==> src/rtl/regfile_pkg.sv <==
// rtl/regfile_pkg.sv - shared defaults, index type and zero-register constant for the register file
package regfile_pkg;

   localparam int DATA_W_DEF = 32;
   localparam int ADDR_W_DEF = 2;

   typedef logic [ADDR_W_DEF-1:0] regIdx_t;

   localparam regIdx_t REG_ZERO = '0;

endpackage

==> src/rtl/regfile_sb_if.sv <==
// rtl/regfile_sb_if.sv - read/write/reserve bus between the datapath and the register file
interface regfile_sb_if
   import regfile_pkg::*;
#(
   parameter int DATA_W = DATA_W_DEF,
   parameter int ADDR_W = ADDR_W_DEF
);

   localparam int DEPTH = 2**ADDR_W;

   logic [ADDR_W-1:0] rd_addr1;
   logic [ADDR_W-1:0] rd_addr2;
   logic [DATA_W-1:0] rd_data1;
   logic [DATA_W-1:0] rd_data2;
   logic              rd_busy1;
   logic              rd_busy2;
   logic              wr_en;
   logic [ADDR_W-1:0] wr_addr;
   logic [DATA_W-1:0] wr_data;
   logic              rsv_en;
   logic [ADDR_W-1:0] rsv_addr;
   logic              rsv_ok;
   logic [DEPTH-1:0]  busy_vec;

   modport master (
      output rd_addr1, rd_addr2, wr_en, wr_addr, wr_data, rsv_en, rsv_addr,
      input  rd_data1, rd_data2, rd_busy1, rd_busy2, rsv_ok, busy_vec
   );

   modport slave (
      input  rd_addr1, rd_addr2, wr_en, wr_addr, wr_data, rsv_en, rsv_addr,
      output rd_data1, rd_data2, rd_busy1, rd_busy2, rsv_ok, busy_vec
   );

endinterface

==> src/rtl/regfile_rd_port.sv <==
// rtl/regfile_rd_port.sv - one combinational read port with bypass, zero-register override and busy masking
module regfile_rd_port
   import regfile_pkg::*;
#(
   parameter int DATA_W   = DATA_W_DEF,
   parameter int ADDR_W   = ADDR_W_DEF,
   parameter int ZERO_REG = 0,
   parameter int BYPASS   = 1
) (
   input  logic [ADDR_W-1:0]                  rdAddr,
   input  logic [2**ADDR_W-1:0][DATA_W-1:0]   storage,
   input  logic [2**ADDR_W-1:0]               busy,
   input  logic                               wrLive,
   input  logic [ADDR_W-1:0]                  wrAddr,
   input  logic [DATA_W-1:0]                  wrData,
   output logic [DATA_W-1:0]                  rdData,
   output logic                               rdBusy
);

   logic bypassHit;
   logic zeroHit;

   // wrLive already excludes reset and dropped zero-register writes, so a hit here always carries real data
   always_comb begin
      bypassHit = (BYPASS != 0) && wrLive && (wrAddr == rdAddr);
      zeroHit   = (ZERO_REG != 0) && (rdAddr == ADDR_W'(REG_ZERO));
      rdData    = storage[rdAddr];
      rdBusy    = busy[rdAddr];
      if (zeroHit) begin
         rdData = '0;
      end else if (bypassHit) begin
         rdData = wrData;
         rdBusy = 1'b0;
      end
   end

endmodule

==> src/rtl/regfile_sb.sv <==
// rtl/regfile_sb.sv - register file with write bypass, optional zero register and busy scoreboard
module regfile_sb
   import regfile_pkg::*;
#(
   parameter int DATA_W   = DATA_W_DEF,
   parameter int ADDR_W   = ADDR_W_DEF,
   parameter int ZERO_REG = 0,
   parameter int BYPASS   = 1
) (
   input  logic         clk,
   input  logic         reset,
   regfile_sb_if.slave  bus
);

   localparam int DEPTH = 2**ADDR_W;

   logic [DEPTH-1:0][DATA_W-1:0] storage;
   logic [DEPTH-1:0]             busy;
   logic [DEPTH-1:0]             busyNext;
   logic                         wrLive;
   logic                         wrDrop;
   logic                         rsvOk;
   logic                         rsvSet;

   // Qualify write and reserve; reservation wins over a same-index writeback
   always_comb begin
      wrDrop = (ZERO_REG != 0) && (bus.wr_addr == ADDR_W'(REG_ZERO));
      wrLive = bus.wr_en && !reset && !wrDrop;
      rsvOk  = bus.rsv_en && !reset &&
               (!busy[bus.rsv_addr] || (bus.wr_en && (bus.wr_addr == bus.rsv_addr)));
      rsvSet = rsvOk && !((ZERO_REG != 0) && (bus.rsv_addr == ADDR_W'(REG_ZERO)));
      busyNext = busy;
      if (bus.wr_en) begin
         busyNext[bus.wr_addr] = 1'b0;
      end
      if (rsvSet) begin
         busyNext[bus.rsv_addr] = 1'b1;
      end
   end

   // Storage and scoreboard update; reset clears everything and ignores the strobes
   always_ff @(posedge clk) begin
      if (reset) begin
         storage <= '0;
         busy    <= '0;
      end else begin
         if (wrLive) begin
            storage[bus.wr_addr] <= bus.wr_data;
         end
         busy <= busyNext;
      end
   end

   regfile_rd_port #(
      .DATA_W   (DATA_W),
      .ADDR_W   (ADDR_W),
      .ZERO_REG (ZERO_REG),
      .BYPASS   (BYPASS)
   ) rdPort1 (
      .rdAddr  (bus.rd_addr1),
      .storage (storage),
      .busy    (busy),
      .wrLive  (wrLive),
      .wrAddr  (bus.wr_addr),
      .wrData  (bus.wr_data),
      .rdData  (bus.rd_data1),
      .rdBusy  (bus.rd_busy1)
   );

   regfile_rd_port #(
      .DATA_W   (DATA_W),
      .ADDR_W   (ADDR_W),
      .ZERO_REG (ZERO_REG),
      .BYPASS   (BYPASS)
   ) rdPort2 (
      .rdAddr  (bus.rd_addr2),
      .storage (storage),
      .busy    (busy),
      .wrLive  (wrLive),
      .wrAddr  (bus.wr_addr),
      .wrData  (bus.wr_data),
      .rdData  (bus.rd_data2),
      .rdBusy  (bus.rd_busy2)
   );

   assign bus.rsv_ok   = rsvOk;
   assign bus.busy_vec = busy;

endmodule
==> src/flat_wrapper.sv <==
// flat-port wrapper written by rule: the top's interface ports become plain ports
module regfile_sb_flat import regfile_pkg::*;
#(
   parameter int DATA_W   = DATA_W_DEF,
   parameter int ADDR_W   = ADDR_W_DEF,
   parameter int ZERO_REG = 0,
   parameter int BYPASS   = 1
)
  (clk, reset, bus_rd_addr1, bus_rd_addr2, bus_wr_en, bus_wr_addr, bus_wr_data, bus_rsv_en, bus_rsv_addr, bus_rd_data1, bus_rd_data2, bus_rd_busy1, bus_rd_busy2, bus_rsv_ok, bus_busy_vec);
  regfile_sb_if #(.DATA_W(DATA_W), .ADDR_W(ADDR_W)) bus_i ();
  input  logic clk;
  input  logic reset;
  input wire logic [$bits(bus_i.rd_addr1)-1:0] bus_rd_addr1;
  input wire logic [$bits(bus_i.rd_addr2)-1:0] bus_rd_addr2;
  input wire logic [$bits(bus_i.wr_en)-1:0] bus_wr_en;
  input wire logic [$bits(bus_i.wr_addr)-1:0] bus_wr_addr;
  input wire logic [$bits(bus_i.wr_data)-1:0] bus_wr_data;
  input wire logic [$bits(bus_i.rsv_en)-1:0] bus_rsv_en;
  input wire logic [$bits(bus_i.rsv_addr)-1:0] bus_rsv_addr;
  output wire logic [$bits(bus_i.rd_data1)-1:0] bus_rd_data1;
  output wire logic [$bits(bus_i.rd_data2)-1:0] bus_rd_data2;
  output wire logic [$bits(bus_i.rd_busy1)-1:0] bus_rd_busy1;
  output wire logic [$bits(bus_i.rd_busy2)-1:0] bus_rd_busy2;
  output wire logic [$bits(bus_i.rsv_ok)-1:0] bus_rsv_ok;
  output wire logic [$bits(bus_i.busy_vec)-1:0] bus_busy_vec;
  assign bus_i.rd_addr1 = bus_rd_addr1;
  assign bus_i.rd_addr2 = bus_rd_addr2;
  assign bus_i.wr_en = bus_wr_en;
  assign bus_i.wr_addr = bus_wr_addr;
  assign bus_i.wr_data = bus_wr_data;
  assign bus_i.rsv_en = bus_rsv_en;
  assign bus_i.rsv_addr = bus_rsv_addr;
  assign bus_rd_data1 = bus_i.rd_data1;
  assign bus_rd_data2 = bus_i.rd_data2;
  assign bus_rd_busy1 = bus_i.rd_busy1;
  assign bus_rd_busy2 = bus_i.rd_busy2;
  assign bus_rsv_ok = bus_i.rsv_ok;
  assign bus_busy_vec = bus_i.busy_vec;
  regfile_sb #(.DATA_W(DATA_W), .ADDR_W(ADDR_W), .ZERO_REG(ZERO_REG), .BYPASS(BYPASS)) u_core (.clk(clk), .reset(reset), .bus(bus_i));
endmodule
==> config.mk <==
export PLATFORM = sky130hd
export DESIGN_NAME = regfile_sb_flat
export DESIGN_NICKNAME = d
export VERILOG_FILES = /design/src/rtl/regfile_pkg.sv /design/src/rtl/regfile_sb_if.sv /design/src/rtl/regfile_rd_port.sv /design/src/rtl/regfile_sb.sv /design/src/flat_wrapper.sv
export SDC_FILE = /design/constraint.sdc
export NUM_CORES = 1
export LEC_CHECK = 0
export CAP_MARGIN = 40
export CORE_MARGIN = 3
export CORE_UTILIZATION = 44
export CTS_CLUSTER_DIAMETER = 60
export CTS_CLUSTER_SIZE = 40
export DETAILED_ROUTE_END_ITERATION = 6
export DONT_BUFFER_PORTS = 1
export PLACE_DENSITY = 0.63
export REMOVE_ABC_BUFFERS = 1
export SLEW_MARGIN = 15
export SYNTH_ARGS = -nofsm -noshare
export SYNTH_HDL_FRONTEND = slang
export SYNTH_SLANG_ARGS = --single-unit
==> constraint.sdc <==
create_clock -name clk -period 4.2 [get_ports clk]
set_input_delay 1.05 -clock clk [delete_from_list [all_inputs] [get_ports clk]]
set_output_delay 1.05 -clock clk [all_outputs]
set_load 0.05 [all_outputs]
==> implementation parameters <==
Parameter                              Value

Logic synthesis
  Cell count after synthesis    749
  Parity-gate share of the synthesized area counting xor and xnor cells    under 10%
  Share of cell area taken by muxes after synthesis    about 33%
  FFs w/ async S/R, synth    0%
  Dominant combinational cell family by area after synthesis    multiplexers
  Synthesis-stage register bit count    roughly 130
  Area fraction in compound gates after synthesis    under 10%
  Synthesized-area fraction occupied by adder cells    0%
  Sequential cell area fraction in the yosys report    35.7%
  Post-synthesis area per instance    slightly below 10 um^2
  Prevailing post-synth register cell    sky130_fd_sc_hd__dfxtp_1
  Number of library cell types mapped by synthesis    32
  Post-synth EDFFs    0
  Synth Area in Simple Gates    between 10% and 20%
  Number of warning messages in the yosys log    0
  Area of the mapped netlist    between 7000 and 8000 um^2

Critical path
  CP top delay family    simple AND/OR/NAND/NOR gates
  Required time at the endpoint of the critical path    about 3200 ps
  Worst Path Buf+Inv    2
  Library cell contributing the largest single delay on the critical path    sky130_fd_sc_hd__nand3_2
  Delay of the slowest critical-path stage    370 ps
  Crit Path Max Fanout    between 100 and 150
  Worst Path Arrival    around 2600 ps
  Crit path kind    input pin to output port
  Most frequent cell on the critical path    sky130_fd_sc_hd__buf_4
  Critical-path cell list    and2b_1 > nand3_2 > buf_4 > mux2_1 > buf_4
  Endpoint type of the worst setup path    output port
  Element type at the critical path start    input pin

Timing
  Worst-case headroom to the max-slew limit    42.7%
  Slew Viols, Final    0
  Worst setup slack after layout    between 500 and 600 ps
  Worst Max-Slew Pin Slew    between 800 and 900 ps
  Final critical-path share of the clock period    87.6%
  Minimum clock period    3680 ps
  Highest achievable clock rate    about 270 MHz
  Number of failing setup endpoints in the final timing report    0
  Setup skew after layout    about 0.13 ps
  Hold Fails Final Rpt    0
  Setup TNS    0 ps
  Setup repair after global routing missed its margin    false

Detailed routing
  Overall routed net length    just over 20000 um
  Number of iterations in the first detailed-routing pass    5
  Number of antenna-violating nets in the routed design    0
  Average wire length per cell after detail routing    21.4 um
  Detailed-route vias per instance    approximately 5.9
  Count of vias placed by the detailed router    roughly 5.6k
  Post-route DRC    0
  Iter 0 DRT Violations    437

GRT
  Combined global-route utilization of all metal layers    ~22%
  Largest net degree at the start of global routing    133
  Antenna violations before repair    0
  Global-route wire length before repair    about 31000 um
  Sum of overflow across all layers after global routing    0
  Vias in the first global route    between 5k and 6k

Power
  Total power per unit cell area    between 400 and 500 nW/um^2
  Register share of total power    around two fifths
  P_leak    ~0.0030 uW
  Int Power    around 2400 uW
  Clock network fraction of total power    45.4%
  Sw Pwr    around 820 uW
  Highest ir drop seen on vdd    0.255 mV
  Fraction of power spent switching nets    25.3%
  Comb pwr share    13.4%

Cells and area
  Final Util    about half
  Storage element area    2640 um^2
  Cell area after layout    approximately 8000 um^2
  Most frequent standard cell in the layout excluding fill and tap cells    sky130_fd_sc_hd__nand2_1
  Multi-input logic area    around 4300 um^2
  Proportion of layout cells with a drive suffix above 1    approximately a quarter
  Final Instance Count excl. Fillers    between 900 and 1k
  Antenna diodes    0
  Final #Nets    ~760
  Most frequent cells in the layout    sky130_fd_sc_hd__nand2_1 (257), sky130_fd_sc_hd__dfxtp_1 (132), sky130_fd_sc_hd__a21oi_1 (128)
  Layout fillers    1443
  Area added between synthesis and finish    8.16%

Clock network
  Number of clock sinks    between 100 and 150
  Buffer cell driving the clock tree root    sky130_fd_sc_hd__clkbuf_16
  CTS tree    yes
  Later-pin clock latency in the skew report    a little over 400 ps
  Maximum root-to-sink buffer count    2
  Hold_buf cts    0
  Number of gates given a new drive strength after cts    0
  H-tree lvl count    4
  Total clock buffers created by CTS    17
  Number of buffers inserted by post-CTS setup repair    0
  Clock-pin slew reported for the worst setup and hold paths after clock tree synthesis    50 ps

Die
  Initial Utilization    a little under half
  Top-level port count    about 120
  Chip width    around 140 um
  Total core area    about 16000 um^2
  Die extent in y    136 um
  Die outline area    18400 um^2
  Floorplan row count    46

Place
  Buffers on Ports    0
  Cell Area, Placed    approximately 7400 um^2
  Final HPWL DP    between 10000 and 15000 um
  Placed Cells incl. Taps    slightly above 900
  Post-Place Setup Slack    just over 600 ps
  Final weighted congestion in routability-driven placement    0.747

Run
  Max-Cap Viols    0

Outcome
  Run status    completed

Worst hold path
  Path class of the lowest-slack min-delay path    flip-flop to flip-flop
-- flip-flops by register name (all words and copies together), names as in the netlist --
signal and cells:
u_core.storage 128, u_core.bus.busy_vec 4
-- metrics by stage --
stage                     hold slack [ps]  total power (uW)
after floorplan                       434              1720
after global routing                  481              3340
final                                 462              3240
after CTS                             461              3260
after global placement                441              1780
after detailed placement              453              1790
-- power by group through the flow --
stage | Combinational, uW | Sequential, uW | Clock, uW
final | 433 | 1330 | 1470
after global routing | 455 | 1340 | 1550
after CTS | 435 | 1330 | 1490
after detailed placement | 434 | 1360 | 0
after global placement | 424 | 1360 | 0
after floorplan | 372 | 1350 | 0
-- worst register-to-register path, stage by stage, from the launching register on --
cell and delay [ps]:
sky130_fd_sc_hd__dfxtp_1 710, sky130_fd_sc_hd__mux2i_1 160, sky130_fd_sc_hd__nand4_1 130, sky130_fd_sc_hd__nand3_1 510, sky130_fd_sc_hd__a31o_2 460
-- cells in the mapped netlist (3+ instances only) --
| library cell | instances | area share [%] |
|---|---|---|
| sky130_fd_sc_hd__buf_6 | 4 | 0.61 |
| sky130_fd_sc_hd__buf_12 | 6 | 1.6 |
| sky130_fd_sc_hd__clkbuf_1 | 30 | 1.5 |
| sky130_fd_sc_hd__a21oi_1 | 128 | 8.6 |
| sky130_fd_sc_hd__dfxtp_1 | 132 | 36 |
| sky130_fd_sc_hd__nand4_1 | 3 | 0.25 |
| sky130_fd_sc_hd__and3_1 | 3 | 0.25 |
| sky130_fd_sc_hd__xnor2_2 | 4 | 0.88 |
| sky130_fd_sc_hd__buf_4 | 6 | 0.61 |
| sky130_fd_sc_hd__mux2_4 | 56 | 11 |
| sky130_fd_sc_hd__mux2_2 | 6 | 0.91 |
| sky130_fd_sc_hd__mux4_2 | 60 | 18 |
| sky130_fd_sc_hd__mux4_1 | 6 | 2.1 |
| sky130_fd_sc_hd__buf_2 | 21 | 1.4 |
| sky130_fd_sc_hd__nand2_1 | 257 | 13 |
-- area by class of cell --
cell class,instances,area share (%)
clock buffer,29,7.00
clock inverter,2,0.437
inverter,2,0.0937
multi-input combinational,548,54.3
sequential,132,33.0
tap,216,3.37
timing repair buffer,13,1.84
-- cells by family after synthesis --
family | Yosys count
flip-flops | 132
AND/OR/NAND/NOR | 278
AO/OA/AOI/OAI | 132
buffers and inverters | 69
multiplexers | 132
XOR/XNOR | 6
-- layer usage --
metal | up-vias | track usage, % | wire, um
met3 | 32 | 9.03 | 2040
li1 | 2570 | - | -
met5 | - | 0 | 0
met2 | 219 | 37.3 | 9990
met1 | 2759 | 25.5 | 7800
met4 | 0 | 6.94 | 313
-- final timing paths --
kind / from / end / slack (ps) / cells past startpoint
setup / recovery: reset / bus_rd_data1[2] / 520 / 5
hold / removal: u_core.storage[32]$_SDFFE_PP0P_ / u_core.storage[32]$_SDFFE_PP0P_ / 460 / 2
setup reg to reg: u_core.bus.busy_vec[3]$_SDFF_PP0_ / u_core.bus.busy_vec[3]$_SDFF_PP0_ / 2120 / 4
hold reg to reg: u_core.storage[32]$_SDFFE_PP0P_ / u_core.storage[32]$_SDFFE_PP0P_ / 460 / 2
Note: power is estimated with default switching activity, not from simulation.
